**config.mk**
```make
export PLATFORM = sky130hd
export DESIGN_NAME = fetch_stage_flat
export DESIGN_NICKNAME = d
export VERILOG_FILES = /design/src/rtl/mips_pkg.sv /design/src/rtl/fetch_stage_if.sv /design/src/rtl/next_pc_sel.sv /design/src/rtl/fetch_stage.sv /design/src/flat_wrapper.sv
export SDC_FILE = /design/constraint.sdc
export NUM_CORES = 1
export LEC_CHECK = 0
export CORE_ASPECT_RATIO = 2
export CORE_MARGIN = 3
export CORE_UTILIZATION = 34
export CTS_CLUSTER_SIZE = 24
export DETAILED_ROUTE_END_ITERATION = 7
export HOLD_SLACK_MARGIN = 0.15
export MAX_ROUTING_LAYER = met4
export SLEW_MARGIN = 15
export SYNTH_ARGS = -nofsm -noshare
export SYNTH_HDL_FRONTEND = slang
export SYNTH_SLANG_ARGS = --single-unit
```
**constraint.sdc**
```tcl
create_clock -name clk -period 2.7 [get_ports clk]
set_clock_uncertainty 0.05 [all_clocks]
set_input_delay 0.27 -clock clk [delete_from_list [all_inputs] [get_ports clk]]
set_output_delay 0.27 -clock clk [all_outputs]
set_load 0.01 [all_outputs]
```
**src/rtl/mips_pkg.sv**
```systemverilog
// mips_pkg: shared constants and state/control types for the fetch stage
package mips_pkg;
  localparam logic [31:0] NOP_INSTR = 32'h0;
  localparam logic [31:0] PC_INC = 32'd4;
  typedef enum logic [1:0] {FS_RUN = 2'd0, FS_HALT = 2'd1, FS_FAULT = 2'd2} fs_state_e;
  typedef enum logic [1:0] {IFID_HOLD = 2'd0, IFID_BUBBLE = 2'd1, IFID_CAPTURE = 2'd2} ifid_op_e;
endpackage

```
**src/rtl/fetch_stage_if.sv**
```systemverilog
// fetch_stage_if: fetch-stage bus (imem address/data, redirect/stall/halt control, IF/ID and status outputs)
interface fetch_stage_if #(parameter int CNT_W = 16);
  logic [31:0] instr, redirect_pc, pc, if_id_instr, if_id_pc4;
  logic redirect, stall, halt_req, resume, if_id_valid, halted, fault;
  logic [CNT_W-1:0] fetch_count;
  modport master(output instr, redirect, redirect_pc, stall, halt_req, resume,
                 input pc, if_id_instr, if_id_pc4, if_id_valid, halted, fault, fetch_count);
  modport slave(input instr, redirect, redirect_pc, stall, halt_req, resume,
                output pc, if_id_instr, if_id_pc4, if_id_valid, halted, fault, fetch_count);
endinterface

```
**src/rtl/next_pc_sel.sv**
```systemverilog
// next_pc_sel: next pc, next fetch state and IF/ID action from state, control inputs and range check
module next_pc_sel import mips_pkg::*; #(
  parameter int unsigned IMEM_DEPTH = 32
) (
  input  fs_state_e   state,
  input  logic [31:0] pc,
  input  logic [31:0] redirect_pc,
  input  logic        redirect,
  input  logic        stall,
  input  logic        halt_req,
  input  logic        resume,
  output logic [31:0] pc_d,
  output fs_state_e   state_d,
  output ifid_op_e    ifid_op
);
  logic misaligned, oor;
  assign misaligned = redirect_pc[1:0] != 2'b00;
  assign oor = {2'b00, pc[31:2]} >= IMEM_DEPTH;
  always_comb begin
    pc_d = pc;
    state_d = state;
    ifid_op = IFID_BUBBLE;
    case (state)
      FS_RUN:
        if (redirect) begin
          state_d = misaligned ? FS_FAULT : (halt_req ? FS_HALT : FS_RUN);
          pc_d = misaligned ? pc : redirect_pc;
        end else if (halt_req) state_d = FS_HALT;
        else if (stall) ifid_op = IFID_HOLD;
        else if (oor) state_d = FS_FAULT;
        else begin
          pc_d = pc + PC_INC;
          ifid_op = IFID_CAPTURE;
        end
      FS_HALT:
        if (redirect && misaligned) state_d = FS_FAULT;
        else begin
          pc_d = redirect ? redirect_pc : pc;
          state_d = (resume && !halt_req) ? FS_RUN : FS_HALT;
        end
      default: ;
    endcase
  end
endmodule

```
**src/rtl/fetch_stage.sv**
```systemverilog
// fetch_stage: MIPS instruction fetch - owns pc, fills IF/ID, handles redirect/stall/halt/fault, counts fetches
//   clk, rst (async active-low); bus: instr/redirect/redirect_pc/stall/halt_req/resume in,
//   pc/if_id_instr/if_id_pc4/if_id_valid/halted/fault/fetch_count out (all registered)
module fetch_stage import mips_pkg::*; #(
  parameter logic [31:0] RESET_PC = 32'h0000_0000,
  parameter int unsigned IMEM_DEPTH = 32,
  parameter int CNT_W = 16
) (
  input logic clk,
  input logic rst,
  fetch_stage_if.slave bus
);
  logic [31:0] pc_q, pc_d, instr_q, instr_d, pc4_q, pc4_d;
  logic valid_q, valid_d;
  logic [CNT_W-1:0] cnt_q, cnt_d;
  fs_state_e state_q, state_d;
  ifid_op_e ifid_op;
  next_pc_sel #(.IMEM_DEPTH(IMEM_DEPTH)) u_sel (
    .state(state_q), .pc(pc_q), .redirect_pc(bus.redirect_pc), .redirect(bus.redirect),
    .stall(bus.stall), .halt_req(bus.halt_req), .resume(bus.resume),
    .pc_d(pc_d), .state_d(state_d), .ifid_op(ifid_op)
  );
  always_comb begin
    instr_d = ifid_op == IFID_CAPTURE ? bus.instr : ifid_op == IFID_BUBBLE ? NOP_INSTR : instr_q;
    valid_d = ifid_op == IFID_CAPTURE ? 1'b1 : ifid_op == IFID_BUBBLE ? 1'b0 : valid_q;
    pc4_d = ifid_op == IFID_CAPTURE ? pc_q + PC_INC : pc4_q;
    cnt_d = (ifid_op == IFID_CAPTURE && !(&cnt_q)) ? cnt_q + {{(CNT_W-1){1'b0}}, 1'b1} : cnt_q;
  end
  always_ff @(posedge clk or negedge rst) begin
    if (!rst) begin
      pc_q <= RESET_PC;
      instr_q <= NOP_INSTR;
      pc4_q <= '0;
      valid_q <= 1'b0;
      cnt_q <= '0;
      state_q <= FS_RUN;
    end else begin
      pc_q <= pc_d;
      instr_q <= instr_d;
      pc4_q <= pc4_d;
      valid_q <= valid_d;
      cnt_q <= cnt_d;
      state_q <= state_d;
    end
  end
  assign bus.pc = pc_q;
  assign bus.if_id_instr = instr_q;
  assign bus.if_id_pc4 = pc4_q;
  assign bus.if_id_valid = valid_q;
  assign bus.fetch_count = cnt_q;
  assign bus.halted = state_q == FS_HALT;
  assign bus.fault = state_q == FS_FAULT;
endmodule

```
**src/flat_wrapper.sv**
```systemverilog
// flat-port wrapper written by rule: the top's interface ports become plain ports
module fetch_stage_flat import mips_pkg::*;
#(
  parameter logic [31:0] RESET_PC = 32'h0000_0000,
  parameter int unsigned IMEM_DEPTH = 32,
  parameter int CNT_W = 16
)
  (clk, rst, bus_instr, bus_redirect, bus_redirect_pc, bus_stall, bus_halt_req, bus_resume, bus_pc, bus_if_id_instr, bus_if_id_pc4, bus_if_id_valid, bus_halted, bus_fault, bus_fetch_count);
  fetch_stage_if #(.CNT_W(CNT_W)) bus_i ();
  input logic clk;
  input logic rst;
  input wire logic [$bits(bus_i.instr)-1:0] bus_instr;
  input wire logic [$bits(bus_i.redirect)-1:0] bus_redirect;
  input wire logic [$bits(bus_i.redirect_pc)-1:0] bus_redirect_pc;
  input wire logic [$bits(bus_i.stall)-1:0] bus_stall;
  input wire logic [$bits(bus_i.halt_req)-1:0] bus_halt_req;
  input wire logic [$bits(bus_i.resume)-1:0] bus_resume;
  output wire logic [$bits(bus_i.pc)-1:0] bus_pc;
  output wire logic [$bits(bus_i.if_id_instr)-1:0] bus_if_id_instr;
  output wire logic [$bits(bus_i.if_id_pc4)-1:0] bus_if_id_pc4;
  output wire logic [$bits(bus_i.if_id_valid)-1:0] bus_if_id_valid;
  output wire logic [$bits(bus_i.halted)-1:0] bus_halted;
  output wire logic [$bits(bus_i.fault)-1:0] bus_fault;
  output wire logic [$bits(bus_i.fetch_count)-1:0] bus_fetch_count;
  assign bus_i.instr = bus_instr;
  assign bus_i.redirect = bus_redirect;
  assign bus_i.redirect_pc = bus_redirect_pc;
  assign bus_i.stall = bus_stall;
  assign bus_i.halt_req = bus_halt_req;
  assign bus_i.resume = bus_resume;
  assign bus_pc = bus_i.pc;
  assign bus_if_id_instr = bus_i.if_id_instr;
  assign bus_if_id_pc4 = bus_i.if_id_pc4;
  assign bus_if_id_valid = bus_i.if_id_valid;
  assign bus_halted = bus_i.halted;
  assign bus_fault = bus_i.fault;
  assign bus_fetch_count = bus_i.fetch_count;
  fetch_stage #(.RESET_PC(RESET_PC), .IMEM_DEPTH(IMEM_DEPTH), .CNT_W(CNT_W)) u_core (.clk(clk), .rst(rst), .bus(bus_i));
endmodule
```
==> results of run 1 <==
critical path, cell delays in order, from the launching register on:
cell and delay [ns]:
dfrtp_1 0.38, or4_1 0.60, and4b_1 0.33, and3_2 0.26, ha_4 0.19, buf_12 0.17
buf_12 0.21, nand2_1 0.06, o21ai_0 0.16
path summary, 6_finish.rpt:
path	start	endpoint	slack (ns)	cells after the start
worst max-delay path	u_core.bus.pc[21]$_DFFE_PN0P_	u_core.bus.if_id_instr[26]$_DFFE_PN0P_	0.18	8
max in group asynchronous	rst	u_core.bus.if_id_instr[7]$_DFFE_PN0P_	1.46	3
worst max register to register	u_core.bus.pc[21]$_DFFE_PN0P_	u_core.bus.if_id_instr[26]$_DFFE_PN0P_	0.18	8
worst min register to register	u_core.bus.if_id_instr[3]$_DFFE_PN0P_	u_core.bus.if_id_instr[3]$_DFFE_PN0P_	0.43	2
min in group clk	bus_instr[14]	u_core.bus.if_id_instr[14]$_DFFE_PN0P_	0.38	3
worst min-delay path	rst	u_core.bus.fetch_count[8]$_DFFE_PN0P_	0.32	2
synthesized netlist by cell type (all sizes together) (2+ instances only):
cell type	instances	area (µm²)
nor2b	6	37.5
o211ai	3	22.5
nand4	13	103
buf	13	104
o21a	2	15.0
nand2	91	342
or2	3	18.8
and4	4	35.0
o21ai	53	265
ha	5	62.6
mux2	9	101
nor4	9	92.6
xnor2	18	158
a21oi	47	235
inv	7	26.3
nor2	64	243
nor3b	2	15.0
o22ai	4	25.0
xor2	22	193
clkbuf	23	87.6
and2	4	25.0
dfrtp	115	2880
a22o	2	17.5
or4	2	18.8
nand2b	3	18.8
a31oi	6	37.5
and3	7	45.1
o22a	3	26.3
nor3	8	40.0
nand3	28	150
per-stage QoR:
stage	instances	worst slack (ns)	utilization [%]	area, µm²
finish	1013	0.175	53.8	8530
global route	1013	0.0150	53.8	8530
CTS	1013	0.00547	53.6	8510
floorplan	586	0.0272	-	5530
global placement	979	-0.0877	49.3	7820
detailed placement	979	-0.0595	49.3	7820
power groups by stage:
stage,combinational (mW),sequential (mW),clock (mW)
final,0.864,1.88,2.44
after detailed placement,0.859,1.90,0
after global placement,0.853,1.89,0
after floorplan,0.272,1.97,0
after CTS,0.867,1.87,2.49
after global routing,0.934,1.89,2.55
cell type report:
type / count / area (µm²) / share of cell area [%]
clock inverter: 11 / 175 / 2.05
sequential: 115 / 2880 / 33.7
multi-input combinational: 428 / 2480 / 29.0
inverter: 7 / 26.3 / 0.308
tap: 201 / 251 / 2.95
clock buffer: 21 / 470 / 5.51
timing repair buffer: 230 / 2260 / 26.4
kinds of logic (layout without fill, tap and decap cells):
logic type,Yosys count,count (layout),synth area share (%)
DFF,115,115,52.0
and+or+nand+nor,245,245,21.6
buffers and inverters,43,269,3.94
muxes,10,10,2.01
xor gates and xnor gates,40,40,6.34
adders and majority gates,5,5,1.13
AOI/OAI and AO/OA,128,128,12.9
what timing repair did:
item                       4_1_cts  5_1_grt
hold endpoints to repair        33        0
setup endpoints to repair        3       67
hold buffers                     1        0
pin swaps                        1        0
resized for setup                0        5
setup buffers                    1        0
layer usage:
metal	routed length (µm)	vias to the layer above	share of wire (%)
met4	710	0	3.9
li1	-	2449	-
met2	10500	157	57
met5	0	-	0
met3	741	34	4.0
met1	6420	2452	35
flip-flops by register name, indices dropped and copies added (netlist names):
name and count:
u_core.bus.fetch_count 16, u_core.bus.if_id_instr 32, u_core.bus.if_id_valid 1, u_core.state_q 2, u_core.bus.if_id_pc4 32, u_core.bus.pc 32
==> flow_summary.toml, run 1 <==
[status]
status = "finished clean"

[route]
dr.pass1.iters = 4
wire_per_inst_um = 18.1
dr_total_vias = 5092
ant_nets = 0
drt_wl_total_um = 18300
via_per_inst = 5.03
drt-initial-drc-count = 272
post-route-drc-count = 0

[grt]
grt_overflow = 0
use_met1_pct = 22.7
grt.total_usage_pct = 21.7
met2_usage_pct = 38.2
grt_pass1_vias = 5416
antenna_found_initial = 0
grt_pass1_wl_um = 28800
grt_max_degree = 52
top_usage_layer = "met2"
met3_usage_pct = 3.83

[final_layout]
drive_gt1_share_pct = 12.9
area_growth_pct = 54.4
nFillCells = 1502
final_common_cell = "clkdlybuf4s50_1"
nets = 874
diodes = 0
final_cell_mix = "clkdlybuf4s50_1 (183), dfrtp_1 (115), nand2_1 (91), nor2_1 (62), o21ai_0 (49)"

[pwr]
peakVddDrop_uv = 419
p_int_mw = 3.87
power_switching_mw = 1.32
pwr-share-comb_pct = 16.7
clockPowerShare_pct = 47.1
power.density_mw_per_mm2 = 607
p_leak_nw = 3.59
power.total_mw = 5.18
power_frac_seq_pct = 36.2
switching_share_pct = 25.4

[setup_path]
start_kind = "flop"
cp_data_required_time_ns = 2.96
end_kind = "flop"
cp.arrival_ns = 2.78
worstPathMaxFanout = 45
worstSetupPathType = "reg -> reg"

[floorplan]
pin_count = 185
die_area_mm2 = 0.0179
initial_utilization_pct = 34.9
num_rows = 65
fp.dieH_um = 186
die_x_um = 96.2
core_area_mm2 = 0.0159

[placed_design]
gp_congestion = 0.911
post-dp-hpwl_um = 13700
io_buffers = 184

[clock_tree]
htree_levels = 4
clk_latency_ns = 0.40
cts.clk_slew.worst_paths_ns = 0.06
cts.sinks = 115
cts_root_buf = "clkbuf_16"
cts_tree = "done"
clockBufferDepth = 2
cts_buffers = 17

[min_path]
min_path_type = "in -> async"

[sta]
maxSlewViolCount = 0
finalSetupViolCount = 0
final.min_clock_period_ns = 2.52
slew_headroom_pct = 59.0
tightest_slew_ns = 0.606
final-hold-violation-count = 0
setup_tns_ns = 0
rsz0062_at_grt = "false"
period_share_pct = 93.5
whs_ns = 0.317
clock.fmax_mhz = 396

[yosys]
synth_enable_flop_cells = 0
synth.distinct_cells = 53
avgSynthCellArea_um2 = 9.44
syn_inst = 586
async_reset_ff_share_pct = 100
synth_area_mm2 = 0.00553
syn_nets = 661
synth_seq_cells = 115
synth.yosys.seq_area_share_pct = 52.0
yosysWarnings = 0
synth_flop_cell = "dfrtp_1"

[job]
maxCapViolations = 0
(Power assumes the default switching activity.)
==> inputs of run 2 (changes only) <==
- CTS_BUF_LIST: default -> sky130_fd_sc_hd__clkbuf_8
- SETUP_SLACK_MARGIN: default -> 0.15
==> run 2 against run 1 <==
Net effect:
- worst setup slack improved by 0.070 ns
- first-iteration DRC count decreased by 28%
- global-route usage decreased by 0.43 points
- utilization decreased by 1.2 points
- die area unchanged
- largest cell class unchanged
- non-clock buffer count increased by 4
- worst hold slack improved by 0.041 ns
- critical endpoint is now u_core.bus.if_id_pc4[1]$_DFFE_PN0N_
- critical path depth decreased by 2
==> flow_summary.toml, run 2 (synthesis results as in run 1) <==
[sta]
clock.fmax_mhz = 407
rsz0062_at_grt = "true"
period_share_pct = 90.9
setup_tns_ns = 0
maxSlewViolCount = 0
finalSetupViolCount = 0
whs_ns = 0.358
tightest_slew_ns = 0.617
slew_headroom_pct = 58.9
final-hold-violation-count = 0
final.min_clock_period_ns = 2.45

[grt]
grt_pass1_wl_um = 28600
grt_pass1_vias = 5314
antenna_found_initial = 0
grt_overflow = 0
grt.total_usage_pct = 21.3
grt_max_degree = 45

[final_layout]
drive_gt1_share_pct = 13.6
ff_latch_area_mm2 = 0.00288
multi_input_area_mm2 = 0.00249
area_growth_pct = 50.8
nets = 878
postLayoutCellArea_mm2 = 0.00834
nFillCells = 1497
finalNonFillerCells = 1017
final_cell_mix = "clkdlybuf4s50_1 (183), dfrtp_1 (115), nand2_1 (91), nor2_1 (62), o21ai_0 (49)"
final_common_cell = "clkdlybuf4s50_1"
diodes = 0

[route]
wire_per_inst_um = 18.0
ant_nets = 0
dr.pass1.iters = 5
dr_total_vias = 5155
via_per_inst = 5.07
drt_wl_total_um = 18300
post-route-drc-count = 0
drt-initial-drc-count = 195

[clock_tree]
cts_buffers = 17
cts_tree = "done"
cts_root_buf = "clkbuf_8"
clk_latency_ns = 0.43
htree_levels = 4
clockBufferDepth = 2
cts.clk_slew.worst_paths_ns = 0.07
cts.sinks = 115

[setup_path]
start_kind = "flop"
cp_data_required_time_ns = 2.96
critPathSlowestCell = "or4_1"
path_cells = "or4_1, and4b_1, and3_4, ha_4, buf_12, mux2_2"
max_stage_delay_ns = 0.58
worstSetupPathType = "reg -> reg"
end_kind = "flop"
worstPathMaxFanout = 21
cp.arrival_ns = 2.72

[pwr]
power.density_mw_per_mm2 = 536
p_leak_nw = 3.50
peakVddDrop_uv = 283

[min_path]
min_path_type = "in -> async"

[placed_design]
post-dp-hpwl_um = 13700
dpl_cell_area_mm2 = 0.00780
io_buffers = 184
gp_congestion = 0.924
place_inst = 981

[floorplan]
die_area_mm2 = 0.0179
pin_count = 185
fp.dieH_um = 186
num_rows = 65
initial_utilization_pct = 34.9
die_x_um = 96.2
core_area_mm2 = 0.0159

[status]
status = "finished clean"

[job]
maxCapViolations = 0
## run 2: changes by cell type in the layout (fill, tap and decap cells not counted), sizes merged
cell	previous run	this run
clkinvlp	2	3
clkbuf	21	17
clkinv	4	5
inv	8	10
buf	46	50
## run 2: where the power goes
part / switching [mW] / internal (mW) / total [mW]
Clock: 0.740 / 0.998 / 1.74
Combinational: 0.417 / 0.436 / 0.853
Sequential: 0.0768 / 1.80 / 1.88
Total: 1.23 / 3.23 / 4.47
## run 2: layer usage
metal / global-route usage, % / up-vias / share of wire (%)
met5: - / - / 0
met4: 8.94 / 0 / 3.1
met3: 4.03 / 36 / 5.9
met2: 37.0 / 180 / 54
met1: 22.9 / 2486 / 37
li1: - / 2453 / -
## run 2: through the flow
| stage | setup slack, ns | total power [mW] | utilization [%] |
|---|---|---|---|
| after CTS | 0.189 | 4.52 | 52.2 |
| after global placement | 0.00750 | 2.75 | 49.2 |
| after detailed placement | 0.00219 | 2.75 | 49.2 |
| after global routing | 0.105 | 4.66 | 52.6 |
| final | 0.245 | 4.47 | 52.6 |
| after floorplan | 0.156 | 2.24 | - |
## run 2: layout make-up
| cell class | instances | area share (%) |
|---|---|---|
| flip-flops and latches | 115 | 34.5 |
| multi-input cells | 428 | 29.9 |
| repair buffers | 234 | 27.2 |
| well taps | 201 | 3.02 |
| clock buffers | 17 | 2.81 |
| clock inverters | 15 | 2.30 |
| inverters | 7 | 0.315 |
## run 2: worst max-delay path, delay by kind of cell, from the launching register on
kind / cells / cell delay [ns]
adder cells (fa/ha/maj): 1 / 0.22
multiplexers: 1 / 0.35
buffers and inverters: 1 / 0.19
AND/OR/NAND/NOR: 3 / 1.13
flip-flops: 1 / 0.39
## run 2: what timing repair did
item                       CTS  global route
hold endpoints to repair    41             0
setup endpoints to repair   42            49
resized for setup            2             9
pin swaps                    1             2
buffers inserted             2             1
hold buffers                 1             0
## run 2: worst paths after layout
path,depth (start not counted),to,startpoint,slack (ns)
setup / recovery,6,u_core.bus.if_id_pc4[1]$_DFFE_PN0N_,u_core.bus.pc[21]$_DFFE_PN0P_,0.25
hold / removal,2,u_core.bus.if_id_instr[16]$_DFFE_PN0P_,rst,0.36
setup reg to reg,6,u_core.bus.if_id_pc4[1]$_DFFE_PN0N_,u_core.bus.pc[21]$_DFFE_PN0P_,0.25
hold reg to reg,2,u_core.bus.if_id_instr[0]$_DFFE_PN0P_,u_core.bus.if_id_instr[0]$_DFFE_PN0P_,0.44
max in group asynchronous,3,u_core.bus.pc[30]$_DFFE_PN0P_,rst,1.37
min in group clk,3,u_core.bus.if_id_instr[25]$_DFFE_PN0P_,bus_instr[25],0.36
